File: src/rtl/uart_fifo_if.sv
// UART-side bundle: receiver byte handoff and transmitter start.
// master = FIFO front end, slave = raw UART pair.
interface uart_fifo_if;
  logic       uart_valid;
  logic [7:0] uart_rxd;
  logic       uart_rd;
  logic       uart_busy;
  logic       uart_wr;
  logic [7:0] uart_txd;

  modport master (
    input  uart_valid,
    input  uart_rxd,
    input  uart_busy,
    output uart_rd,
    output uart_wr,
    output uart_txd
  );

  modport slave (
    output uart_valid,
    output uart_rxd,
    output uart_busy,
    input  uart_rd,
    input  uart_wr,
    input  uart_txd
  );
endinterface

File: src/rtl/uart_fifo.sv
// Buffered CPU <-> UART front end: one RX and one TX
// synchronous FIFO, show-ahead heads, sticky drop flags.
module uart_fifo_buf #(
  parameter int AW = 4
) (
  input  logic          clk,
  input  logic          resetq,
  input  logic          push,
  input  logic          pop,
  input  logic [7:0]    din,
  output logic [7:0]    dout,
  output logic [AW:0]   count,
  output logic          full,
  output logic          avail
);
  localparam int unsigned DEPTH = 1 << AW;
  localparam logic [AW:0] FULL_C = DEPTH[AW:0];

  logic [7:0]    mem [DEPTH];
  logic [AW-1:0] wptr;
  logic [AW-1:0] rptr;
  logic [AW:0]   count_nxt;

  always_comb begin
    count_nxt = count;
    unique case ({push, pop})
      2'b10:   count_nxt = count + 1'b1;
      2'b01:   count_nxt = count - 1'b1;
      default: count_nxt = count;
    endcase
  end

  // full/avail are registered from the next count
  always_ff @(posedge clk or negedge resetq) begin
    if (!resetq) begin
      wptr  <= '0;
      rptr  <= '0;
      count <= '0;
      full  <= 1'b0;
      avail <= 1'b0;
    end else begin
      if (push) wptr <= wptr + 1'b1;
      if (pop)  rptr <= rptr + 1'b1;
      count <= count_nxt;
      full  <= (count_nxt == FULL_C);
      avail <= (count_nxt != '0);
    end
  end

  always_ff @(posedge clk) begin
    if (push) mem[wptr] <= din;
  end

  assign dout = mem[rptr];
endmodule

module uart_fifo #(
  parameter int DEPTH_LOG2 = 4
) (
  input  logic                  clk,
  input  logic                  resetq,
  input  logic                  rd,
  input  logic                  wr,
  input  logic [7:0]            tx_data,
  output logic [7:0]            rx_data,
  output logic                  rx_avail,
  output logic                  tx_full,
  output logic [DEPTH_LOG2:0]   rx_count,
  output logic [DEPTH_LOG2:0]   tx_count,
  output logic                  rx_overrun,
  output logic                  tx_overflow,
  input  logic                  clr_err,
  uart_fifo_if.master           uart
);
  logic rx_full;
  logic rx_pop;
  logic rx_push;
  logic rx_drop;
  logic tx_avail;
  logic tx_pop;
  logic tx_push;
  logic tx_drop;

  // a full FIFO still accepts when it pops the same cycle
  assign rx_pop  = rd & rx_avail;
  assign rx_push = uart.uart_valid
                 & (~rx_full | rx_pop);
  assign rx_drop = uart.uart_valid
                 & rx_full & ~rx_pop;

  assign tx_pop  = tx_avail & ~uart.uart_busy;
  assign tx_push = wr & (~tx_full | tx_pop);
  assign tx_drop = wr & tx_full & ~tx_pop;

  assign uart.uart_rd = uart.uart_valid;
  assign uart.uart_wr = tx_pop;

  uart_fifo_buf #(.AW(DEPTH_LOG2)) rx_buf (
    .clk    (clk),
    .resetq (resetq),
    .push   (rx_push),
    .pop    (rx_pop),
    .din    (uart.uart_rxd),
    .dout   (rx_data),
    .count  (rx_count),
    .full   (rx_full),
    .avail  (rx_avail)
  );

  uart_fifo_buf #(.AW(DEPTH_LOG2)) tx_buf (
    .clk    (clk),
    .resetq (resetq),
    .push   (tx_push),
    .pop    (tx_pop),
    .din    (tx_data),
    .dout   (uart.uart_txd),
    .count  (tx_count),
    .full   (tx_full),
    .avail  (tx_avail)
  );

  // set wins over a same-cycle clear
  always_ff @(posedge clk or negedge resetq) begin
    if (!resetq) begin
      rx_overrun  <= 1'b0;
      tx_overflow <= 1'b0;
    end else begin
      if (rx_drop)      rx_overrun <= 1'b1;
      else if (clr_err) rx_overrun <= 1'b0;
      if (tx_drop)      tx_overflow <= 1'b1;
      else if (clr_err) tx_overflow <= 1'b0;
    end
  end
endmodule

File: src/flat_wrapper.sv
// flat-port wrapper written by rule: the top's interface ports become plain ports
module uart_fifo_flat 
#(
  parameter int DEPTH_LOG2 = 4
)
  (clk, resetq, rd, wr, tx_data, rx_data, rx_avail, tx_full, rx_count, tx_count, rx_overrun, tx_overflow, clr_err, uart_uart_valid, uart_uart_rxd, uart_uart_busy, uart_uart_rd, uart_uart_wr, uart_uart_txd);
  uart_fifo_if uart_i ();
  input  logic clk;
  input  logic resetq;
  input  logic rd;
  input  logic wr;
  input  logic [7:0] tx_data;
  output logic [7:0] rx_data;
  output logic rx_avail;
  output logic tx_full;
  output logic [DEPTH_LOG2:0] rx_count;
  output logic [DEPTH_LOG2:0] tx_count;
  output logic rx_overrun;
  output logic tx_overflow;
  input  logic clr_err;
  input wire logic [$bits(uart_i.uart_valid)-1:0] uart_uart_valid;
  input wire logic [$bits(uart_i.uart_rxd)-1:0] uart_uart_rxd;
  input wire logic [$bits(uart_i.uart_busy)-1:0] uart_uart_busy;
  output wire logic [$bits(uart_i.uart_rd)-1:0] uart_uart_rd;
  output wire logic [$bits(uart_i.uart_wr)-1:0] uart_uart_wr;
  output wire logic [$bits(uart_i.uart_txd)-1:0] uart_uart_txd;
  assign uart_i.uart_valid = uart_uart_valid;
  assign uart_i.uart_rxd = uart_uart_rxd;
  assign uart_i.uart_busy = uart_uart_busy;
  assign uart_uart_rd = uart_i.uart_rd;
  assign uart_uart_wr = uart_i.uart_wr;
  assign uart_uart_txd = uart_i.uart_txd;
  uart_fifo #(.DEPTH_LOG2(DEPTH_LOG2)) u_core (.clk(clk), .resetq(resetq), .rd(rd), .wr(wr), .tx_data(tx_data), .rx_data(rx_data), .rx_avail(rx_avail), .tx_full(tx_full), .rx_count(rx_count), .tx_count(tx_count), .rx_overrun(rx_overrun), .tx_overflow(tx_overflow), .clr_err(clr_err), .uart(uart_i));
endmodule
File: config.mk
export PLATFORM = sky130hd
export DESIGN_NAME = uart_fifo_flat
export DESIGN_NICKNAME = d
export VERILOG_FILES = /design/src/rtl/uart_fifo_if.sv /design/src/rtl/uart_fifo.sv /design/src/flat_wrapper.sv
export SDC_FILE = /design/constraint.sdc
export NUM_CORES = 1
export LEC_CHECK = 0
export ABC_AREA = 1
export CORE_MARGIN = 3
export CORE_UTILIZATION = 65
export CTS_BUF_LIST = sky130_fd_sc_hd__clkbuf_8
export DETAILED_ROUTE_END_ITERATION = 7
export GPL_TIMING_DRIVEN = 0
export MAX_ROUTING_LAYER = met4
export PLACE_DENSITY = 0.83
export SLEW_MARGIN = 5
export SYNTH_ARGS = -nofsm -noshare
export SYNTH_HDL_FRONTEND = slang
export SYNTH_SLANG_ARGS = --single-unit
File: constraint.sdc
create_clock -name clk -period 3.9 [get_ports clk]
set_input_delay 1.17 -clock clk [delete_from_list [all_inputs] [get_ports clk]]
set_output_delay 1.17 -clock clk [all_outputs]
set_load 0.01 [all_outputs]
==> qor.yml <==
outcome:
  status: "completed"
clocking:
  root_buffer: "clkbuf_8"
  clockBufferDepth: 3
  cts.sinks: 288
  clock_insertion_delay_worst_skew_ns: 0.56
  cts_tree: "built"
  cts_buffers: 44
  clkTransAtPathRegs_ns: 0.06
  cts_max_level: 2
timing:
  rsz0062_at_grt: "no"
  fmax_mhz: 258
  fin_worst_skew_ns: 0.0278
  slew_headroom: 0.421
  drv_slew: 0
  period_share: 0.995
  worstMarginPinSlew_ns: 0.866
  setup_violations: 0
  hold_violations: 0
  setup_slack_ns: 0.0182
  tns_ns: 0
  period_needed_ns: 3.88
pwr:
  ir_drop_v: 0.000551
  leakage_nw: 4.97
  p_total_mw: 10.9
  p_per_area_nw_per_um2: 795
die:
  die_w_um: 142
  io_pins: 55
  rows: 48
  die_area_um2: 20100
  die_h_um: 142
  initial_utilization: 0.678
  core_um2: 17700
global_route:
  grt_first_pass_wirelength_um: 44400
  grt_max_degree: 33
  antenna_found_initial: 0
  grt.total_usage: 0.303
  grt_pass1_vias: 7989
  grt-ovfl-total: 0
synthesis:
  syn_inst: 973
  yosys_warnings: 0
  synth.cell_area_um2: 12000
  yosys.area.top_type: "edfxtp_1"
  syn_nets: 1012
  synth-seq-cells: 288
  yosysSeqAreaShare: 0.709
  synthTopCellsByArea: "edfxtp_1, dfrtp_1, nor2_1"
  ys_types: 27
  avgSynthCellArea_um2: 12.3
  yosysTopAreaCellShare: 0.642
placement:
  dpl.hpwl_um: 19000
  gp_congestion: 0.998
  numPortBuffers: 54
  place_ws_ns: 0.123
finish:
  fillers: 1044
  mostFrequentLayoutCells: "edfxtp_1, nor2_1, o21ai_0"
  antennaDiodeCount: 0
  drive_gt1_frac: 0.126
  syn_to_final_growth_pct: 15.1
  multi_input_area_um2: 3050
  nNetsFinal: 1114
  final_common_cell: "edfxtp_1"
  regArea_um2: 8490
drt:
  dr.pass1.iters: 6
  viasPerCell: 6.24
  via_count: 8339
  ant_nets: 0
  avgRoutedWirePerCell_um: 22.0
  wl_um: 29400
  drt_iter0_drc: 1071
  post-route-drc-count: 0
worst_setup_path:
  critical_path_class: "reg2out"
  arrival_ns: 2.71
  end_kind: "output pin"
  critPathRequiredTime_ns: 2.73
  cp_max_fo: 10
  start_kind: "register"
job:
  maxCapViolCount: 0
worst_hold_path:
  hp-class: "reg2reg"
[metal layers]
layer  global-route usage  vias to the layer above  routed length, um
met5                    -                        -                  0
met4               0.0980                        0                716
met3               0.0795                       82               3770
met2                0.434                      570              13300
met1                0.434                     3967              11700
li1                     -                     3720                  -
[worst max-delay path: stages (launching register included)]
cell and delay, ns:
dfrtp_2 0.51, inv_2 0.12, buf_2 0.24, o21ai_0 0.15
o211ai_1 0.29, o211ai_1 0.18, nand2_1 0.12, clkdlybuf4s50_1 0.54
[Yosys cell counts]
| library cell | n |
|---|---|
| nand2_1 | 94 |
| o21ai_1 | 20 |
| clkbuf_1 | 16 |
| nand3_1 | 18 |
| buf_4 | 5 |
| clkbuf_2 | 2 |
| o211ai_2 | 14 |
| xnor2_1 | 2 |
| xor2_1 | 12 |
| o22ai_1 | 32 |
| nor2_4 | 1 |
| nand2_2 | 2 |
| o21ai_0 | 116 |
| dfrtp_1 | 32 |
| inv_2 | 6 |
| or2_0 | 2 |
| clkinv_1 | 2 |
| inv_1 | 39 |
| nor2_1 | 201 |
| ha_1 | 16 |
| buf_2 | 20 |
| edfxtp_1 | 256 |
| buf_6 | 4 |
| o211ai_1 | 50 |
| buf_1 | 1 |
| nand4_1 | 8 |
| nor2_2 | 2 |
[registers in the layout (all words and copies together), names as in the netlist, 4 cells and up]
name and flops:
u_core.rx_buf.mem 128, u_core.tx_buf.mem 128, u_core.rx_buf.count 5, u_core.tx_buf.count 5, u_core.rx_buf.rptr 4, u_core.rx_buf.wptr 4
u_core.tx_buf.rptr 4, u_core.tx_buf.wptr 4
[per-stage QoR]
stage | instances | area (um2) | hold slack [ns] | util
final | 1336 | 13800 | 0.521 | 0.780
after global routing | 1336 | 13800 | 0.561 | 0.780
after CTS | 1334 | 13700 | 0.529 | 0.777
after detailed placement | 1252 | 12800 | 0.511 | 0.724
after global placement | 1252 | 12800 | 0.508 | 0.725
after floorplan | 973 | 12000 | 0.480 | -
[kinds of logic after synthesis]
logic type / count (synthesis) / synth area share
simple gates: 328 / 0.108
flops: 288 / 0.709
compound gates: 232 / 0.120
buf+inv: 95 / 0.0362
fa+ha+maj: 16 / 0.0167
xor+xnor: 14 / 0.0102
[area by class of cell]
| type | count | share of cell area |
|---|---|---|
| Buffer | 48 | 0.0229 |
| Clock buffer | 50 | 0.0500 |
| Clock inverter | 32 | 0.0156 |
| Inverter | 47 | 0.0130 |
| Multi-Input combinational cell | 590 | 0.221 |
| Sequential cell | 288 | 0.617 |
| Tap cell | 225 | 0.0204 |
| Timing Repair Buffer | 56 | 0.0400 |
[where the power goes]
| group | internal [mW] | total [mW] | switching, mW |
|---|---|---|---|
| Sequential | 3.81 | 4.05 | 0.239 |
| Combinational | 1.56 | 4.38 | 2.83 |
| Clock | 1.38 | 2.51 | 1.13 |
| Total | 6.75 | 10.9 | 4.20 |
[path summary, 6_finish.rpt]
path / start / end / slack [ns] / cells past startpoint
max in group asynchronous: resetq / u_core.tx_buf.rptr[0]$_DFFE_PN0P_ / 2.61 / 1
min in group asynchronous: resetq / u_core.rx_buf.rptr[1]$_DFFE_PN0P_ / 0.72 / 1
setup reg to reg: u_core.tx_buf.avail$_DFF_PN0_ / u_core.tx_buf.avail$_DFF_PN0_ / 1.41 / 17
hold / removal: u_core.rx_buf.full$_DFF_PN0_ / u_core.rx_overrun$_DFFE_PN0P_ / 0.52 / 2
setup / recovery: u_core.rx_buf.rptr[1]$_DFFE_PN0P_ / rx_data[0] / 0.02 / 7
hold reg to reg: u_core.rx_buf.full$_DFF_PN0_ / u_core.rx_overrun$_DFFE_PN0P_ / 0.52 / 2
[repair_timing]
item | CTS | global route
setup buffers | 0 | 2
setup endpoints to repair | 16 | 16
hold buffers | 0 | 0
resized for setup | 16 | 30
pin swaps | 0 | 2
Note: power is estimated with default switching activity, not from simulation.
